File: config.mk
export PLATFORM = sky130hd
export DESIGN_NAME = arb_vrp_pipe
export DESIGN_NICKNAME = d
export VERILOG_FILES = /design/src/rtl/arb_pkg.sv /design/src/rtl/arb_rr_sel.sv /design/src/rtl/onehot_mux.sv /design/src/rtl/arb_vrp_pipe.sv
export SDC_FILE = /design/constraint.sdc
export NUM_CORES = 1
export LEC_CHECK = 0
export ABC_AREA = 1
export ABC_CLOCK_PERIOD_IN_PS = 5300
export CAP_MARGIN = 20
export CORE_UTILIZATION = 27
export DETAILED_ROUTE_END_ITERATION = 10
export DONT_BUFFER_PORTS = 1
export HOLD_SLACK_MARGIN = 0.06
export PLACE_DENSITY_LB_ADDON = 0.12
export SETUP_SLACK_MARGIN = 0.5
export SYNTH_ARGS = -nofsm -noshare
export SYNTH_HDL_FRONTEND = slang
export SYNTH_SLANG_ARGS = --single-unit
export TNS_END_PERCENT = 100
File: constraint.sdc
create_clock -name clk -period 5.3 [get_ports clk]
set_clock_uncertainty 0.15 [all_clocks]
set_input_delay 1.06 -clock clk [delete_from_list [all_inputs] [get_ports clk]]
set_output_delay 1.06 -clock clk [all_outputs]
set_load 0.01 [all_outputs]
File: src/rtl/arb_pkg.sv
// Shared constants and helpers for the valid/ready source arbiter.
package arb_pkg;

   localparam int ARB_MODE_FP = 0;
   localparam int ARB_MODE_RR = 1;
   localparam int HSK_PASS    = 0;
   localparam int HSK_REG     = 1;

   // OR-reduction encoder; the result is only meaningful for one-hot or zero input.
   function automatic logic [31:0] onehot_to_idx(input logic [31:0] onehot);
      logic [31:0] idx;
      idx = '0;
      for (int i = 0; i < 32; i++) begin
         if (onehot[i]) idx = idx | 32'(i);
      end
      return idx;
   endfunction

endpackage

File: src/rtl/arb_rr_sel.sv
// Round-robin select: first valid source at or above ptr, wrapping to index 0.
module arb_rr_sel #(
   parameter int WIDTH    = 4,
   parameter int ID_WIDTH = $clog2(WIDTH)
) (
   input  logic [WIDTH-1:0]    v_vld,
   input  logic [ID_WIDTH-1:0] ptr,
   output logic [WIDTH-1:0]    grant
);

   localparam int DW = 2 * WIDTH;

   logic [DW-1:0] req_dbl;
   logic [DW-1:0] mask;
   logic [DW-1:0] req_masked;
   logic [DW-1:0] first_hot;

   // The upper copy catches the wrap: when nothing at or above ptr is valid,
   // its lowest set bit is the lowest valid index overall.
   always_comb begin
      req_dbl    = {v_vld, v_vld};
      mask       = ~((DW'(1) << ptr) - DW'(1));
      req_masked = req_dbl & mask;
      first_hot  = req_masked & (~req_masked + DW'(1));
      grant      = first_hot[WIDTH-1:0] | first_hot[DW-1:WIDTH];
   end

endmodule

File: src/rtl/onehot_mux.sv
// AND-OR multiplexer selected by a one-hot (or all-zero) vector.
module onehot_mux #(
   parameter int WIDTH     = 4,
   parameter int PLD_WIDTH = 32
) (
   input  logic [WIDTH-1:0]     sel,
   input  logic [PLD_WIDTH-1:0] din [WIDTH],
   output logic [PLD_WIDTH-1:0] dout
);

   logic [PLD_WIDTH-1:0] masked [WIDTH];

   for (genvar gi = 0; gi < WIDTH; gi++) begin : g_mask
      assign masked[gi] = din[gi] & {PLD_WIDTH{sel[gi]}};
   end

   always_comb begin
      dout = '0;
      for (int i = 0; i < WIDTH; i++) begin
         dout = dout | masked[i];
      end
   end

endmodule

File: src/rtl/arb_vrp_pipe.sv
// WIDTH valid/ready sources merged onto one master channel, fixed-priority or
// round-robin, with either a combinational pass path or a one-entry output buffer.
module arb_vrp_pipe
   import arb_pkg::*;
#(
   parameter int WIDTH     = 4,
   parameter int PLD_WIDTH = 32,
   parameter int MODE      = 1,
   parameter int HSK_MODE  = 1,
   parameter int ID_WIDTH  = $clog2(WIDTH)
) (
   input  logic                 clk,
   input  logic                 rst_n,
   input  logic [WIDTH-1:0]     v_vld_s,
   output logic [WIDTH-1:0]     v_rdy_s,
   input  logic [PLD_WIDTH-1:0] v_pld_s [WIDTH],
   output logic                 vld_m,
   input  logic                 rdy_m,
   output logic [PLD_WIDTH-1:0] pld_m,
   output logic [ID_WIDTH-1:0]  id_m
);

   if (WIDTH < 2 || WIDTH > 32 ||
       (MODE != ARB_MODE_FP && MODE != ARB_MODE_RR) ||
       (HSK_MODE != HSK_PASS && HSK_MODE != HSK_REG) ||
       ID_WIDTH < $clog2(WIDTH)) begin : g_param_check
      $error("arb_vrp_pipe: illegal parameter set");
   end

   logic [ID_WIDTH-1:0]  ptr_reg, ptr_next, ptr_sel, grant_idx;
   logic [WIDTH-1:0]     arb_grant, grant;
   logic [PLD_WIDTH-1:0] mux_pld;
   logic                 src_hsk;

   assign ptr_sel = (MODE == ARB_MODE_RR) ? ptr_reg : '0;

   arb_rr_sel #(.WIDTH(WIDTH), .ID_WIDTH(ID_WIDTH)) u_rr_sel (
      .v_vld (v_vld_s),
      .ptr   (ptr_sel),
      .grant (arb_grant)
   );

   onehot_mux #(.WIDTH(WIDTH), .PLD_WIDTH(PLD_WIDTH)) u_pld_mux (
      .sel  (grant),
      .din  (v_pld_s),
      .dout (mux_pld)
   );

   assign grant_idx = ID_WIDTH'(onehot_to_idx(32'(grant)));
   assign src_hsk   = |(v_vld_s & v_rdy_s);

   // Pointer wraps modulo WIDTH, not modulo 2**ID_WIDTH.
   always_comb begin
      ptr_next = ptr_reg;
      if (src_hsk) begin
         ptr_next = (grant_idx == ID_WIDTH'(WIDTH - 1)) ? '0 : grant_idx + ID_WIDTH'(1);
      end
   end

   always_ff @(posedge clk or negedge rst_n) begin
      if (!rst_n) ptr_reg <= '0;
      else        ptr_reg <= ptr_next;
   end

   if (HSK_MODE == HSK_PASS) begin : g_pass
      logic                lock_vld_reg, lock_vld_next;
      logic [ID_WIDTH-1:0] lock_id_reg, lock_id_next;
      logic                lock_hold;

      // A lock whose source withdrew vld is ignored so arbitration reruns this cycle.
      assign lock_hold = lock_vld_reg && v_vld_s[lock_id_reg];
      assign grant     = lock_hold ? (WIDTH'(1) << lock_id_reg) : arb_grant;
      assign vld_m     = |v_vld_s;
      assign pld_m     = mux_pld;
      assign id_m      = grant_idx;
      assign v_rdy_s   = grant & {WIDTH{rdy_m}};

      always_comb begin
         lock_vld_next = vld_m && !rdy_m;
         lock_id_next  = lock_id_reg;
         if (vld_m && !rdy_m) lock_id_next = grant_idx;
      end

      always_ff @(posedge clk or negedge rst_n) begin
         if (!rst_n) begin
            lock_vld_reg <= 1'b0;
            lock_id_reg  <= '0;
         end else begin
            lock_vld_reg <= lock_vld_next;
            lock_id_reg  <= lock_id_next;
         end
      end
   end else begin : g_reg
      logic                 buf_vld_reg;
      logic [PLD_WIDTH-1:0] buf_pld_reg;
      logic [ID_WIDTH-1:0]  buf_id_reg;
      logic                 accept;

      // Refuse sources while in reset so no transfer is lost to the buffer clear.
      assign accept  = rst_n && (!buf_vld_reg || rdy_m);
      assign grant   = arb_grant;
      assign v_rdy_s = grant & {WIDTH{accept}};
      assign vld_m   = buf_vld_reg;
      assign pld_m   = buf_pld_reg;
      assign id_m    = buf_id_reg;

      always_ff @(posedge clk or negedge rst_n) begin
         if (!rst_n) begin
            buf_vld_reg <= 1'b0;
            buf_pld_reg <= '0;
            buf_id_reg  <= '0;
         end else if (src_hsk) begin
            buf_vld_reg <= 1'b1;
            buf_pld_reg <= mux_pld;
            buf_id_reg  <= grant_idx;
         end else if (buf_vld_reg && rdy_m) begin
            buf_vld_reg <= 1'b0;
         end
      end
   end

endmodule

==> flow_metrics.py <==
metrics = {
    "outcome": {
        "status": "finished, final reports clean",
    },
    "worst_setup_path": {
        "cp_slowest_cell": "nor2_4",
        "cp_data_arrival_time_ns": 2.48,
        "rr_worst_depth": 12,
        "crit_path_end_kind": "output port",
        "worst-path-stages": 8,
        "timing.rr.start": "ptr_reg[1]$_DFFE_PN0P_",
        "worst_path_largest_cell_delay_ns": 0.69,
        "cp-start-kind": "register",
        "required_ns": 4.09,
        "crit_family": "simple AND/OR/NAND/NOR gates",
        "cp-startpoint": "ptr_reg[1]$_DFFE_PN0P_",
        "crit_fanout": 34,
        "path_class": "register to output port",
        "critPathBufInv": 2,
        "path_cells": "nor2_4, inv_1, ha_1, nand2_1, nand2_2, nor2_4, nand2_2, inv_1",
    },
    "layout": {
        "final_common_cell": "nand2_1",
        "fin_nets": 550,
        "largest_reg_flops": 32,
        "fin_cells": 544,
        "most-common-layout-cells": "241 x nand2_1, 59 x nand3_1, 37 x dfrtp_1, 36 x inv_1, 7 x clkbuf_8",
        "antenna_cells": 0,
        "fill_cells": 1112,
        "area_delta_synth_final_pct": 5.81,
        "drive_above_1_share": 0.0699,
    },
    "route": {
        "first_iter_violations": 58,
        "route.met3.wl_um": 858,
        "avgViaCountPerCell": 4.76,
        "wl_per_cell_um": 15.4,
        "vias": 2587,
        "ant_nets": 0,
        "dr_wl_met2_um": 4070,
        "wl_met1_um": 3370,
        "firstDrtPassIters": 4,
        "drc_errors": 0,
        "wl_um": 8390,
        "top_layer": "met4",
    },
    "floorplanning": {
        "die_h_um": 101,
        "io_pins": 174,
        "die_x_um": 101,
        "initial_utilization": 0.283,
        "row_count": 35,
        "fp.coreArea_mm2": 0.00937,
        "fp.dieArea_mm2": 0.0102,
    },
    "min_path": {
        "hp-class": "primary input to async pin",
    },
    "timing": {
        "setup_violations": 0,
        "max_freq_mhz": 271,
        "final_max_slew_viol_count": 0,
        "max_slew_margin": 0.423,
        "fin_ws_ns": 1.61,
        "period_share": 0.697,
        "worst_pin_slew_ns": 0.864,
        "fin_crit_ns": 3.69,
        "hold_viol_final": 0,
        "tns_ns": 0,
        "rsz0062_at_grt": "false",
    },
    "power_and_ir_drop": {
        "p_leak_uw": 0.00155,
        "power.switching_uw": 895,
        "internal_power_uw": 819,
        "clock_power_share": 0.130,
        "switching_share": 0.522,
        "power_frac_comb": 0.530,
        "worst_ir_drop_vdd_v": 0.000203,
        "power.density_mw_per_mm2": 611,
        "seqPwrFrac": 0.340,
        "power_uw": 1710,
    },
    "placement": {
        "numPortBuffers": 0,
        "place_ws_ns": 1.79,
        "hpwl_um": 5880,
        "place_inst": 536,
        "gp_congestion": 0.768,
    },
    "grt": {
        "grtUsageTotal": 0.161,
        "grt_max_degree": 39,
        "grt_pass1_vias": 2449,
        "grt_overflow_total": 0,
        "grt_antenna_before_repair": 0,
        "grt_pass1_wl_um": 12500,
    },
    "clocking": {
        "clk_pin_slew_ns": 0.08,
        "cts_max_level": 2,
        "post_cts_resize_count": 0,
        "cts_buffers": 5,
        "clkSinkCount": 37,
        "clock_latency_ns": 0.29,
        "cts_tree": "yes",
        "cts-root-buf": "clkbuf_8",
        "post_cts_buffers": 0,
        "hold_buffers": 0,
        "clock_path_buffers": 2,
    },
    "yosys": {
        "syn_area_mm2": 0.00265,
        "yosysWarningCount": 0,
        "seq_area_frac_synth": 0.349,
        "ys_seq_elements": 37,
        "ys_types": 23,
        "syn_nets": 561,
        "syn_area_per_cell_um2": 6.24,
        "postSynthCellCount": 425,
    },
    "run": {
        "drv_cap": 0,
    },
}
kinds of logic (layout without fill, tap and decap cells):
family	after synthesis	count (layout)	synth area share
simple gates	323	323	0.521
buf+inv	59	49	0.103
flops	37	37	0.349
compound gates	5	5	0.0217
fa+ha+maj	1	1	0.00472
through the flow:
stage | util | cell area, µm² | hold WS, ns
after global routing | 0.299 | 2800 | 0.283
after floorplan | - | 2650 | 0.357
final | 0.299 | 2800 | 0.309
after CTS | 0.299 | 2800 | 0.292
after detailed placement | 0.288 | 2700 | 0.389
after global placement | 0.288 | 2700 | 0.387
worst reg2reg max path, cell delays in order, from the launching register on:
cell	delay [ns]
dfrtp_1	0.45
nor2_4	0.17
inv_1	0.06
ha_1	0.28
nand2_1	0.11
nand2_2	0.10
nor2_4	0.69
nand2_2	0.18
nand2_4	0.16
inv_2	0.06
nand3_4	0.30
nand2_1	0.13
nand2_1	0.08
Yosys cell counts:
library cell | count | area (µm²)
nor2_1 | 5 | 18.8
nand2_4 | 2 | 22.5
inv_2 | 2 | 7.51
clkbuf_1 | 3 | 11.3
buf_2 | 12 | 60.1
nand2_1 | 241 | 905
a21boi_2 | 1 | 11.3
inv_1 | 36 | 135
a21oi_1 | 1 | 5.00
nand3_2 | 1 | 10.0
nand3_1 | 59 | 295
nor2_8 | 1 | 20.0
buf_4 | 2 | 15.0
o21ai_4 | 1 | 16.3
nand2_2 | 5 | 31.3
ha_1 | 1 | 12.5
dfrtp_1 | 37 | 926
buf_6 | 4 | 45.0
a31o_2 | 1 | 8.76
a21oi_4 | 1 | 16.3
nor2_4 | 2 | 22.5
nand3_4 | 1 | 17.5
nand4_1 | 6 | 37.5
power by group through the flow:
stage	logic, µW	registers, µW	clock network (µW)
final	908	582	223
after global routing	1060	601	245
after CTS	928	586	236
after detailed placement	927	588	0
after global placement	915	590	0
after floorplan	783	549	0
path summary, 6_finish.rpt:
| check | end | slack [ns] |
|---|---|---|
| min in group clk | pld_m[13]$_DFFE_PN0P_ | 0.41 |
| hold reg to reg | pld_m[13]$_DFFE_PN0P_ | 0.41 |
| setup reg to reg | pld_m[11]$_DFFE_PN0P_ | 2.32 |
| setup / recovery | v_rdy_s[3] | 1.61 |
| max in group asynchronous | pld_m[11]$_DFFE_PN0P_ | 4.59 |
| hold / removal | pld_m[23]$_DFFE_PN0P_ | 0.31 |
metal layers:
layer,track usage,vias up
met5,0,-
met4,0.0446,0
met3,0.0472,8
met2,0.286,128
met1,0.187,1174
li1,-,1277
layout make-up:
cell class	count	area [µm²]	share of cell area
Tap cell	129	161	0.0576
Inverter	38	143	0.0509
Clock buffer	7	96.3	0.0344
Sequential cell	37	926	0.330
Clock inverter	1	5.00	0.00178
Multi-Input combinational cell	329	1450	0.517
Timing Repair Buffer	3	22.5	0.00803
No activity file was read; power rests on OpenSTA's default activity.
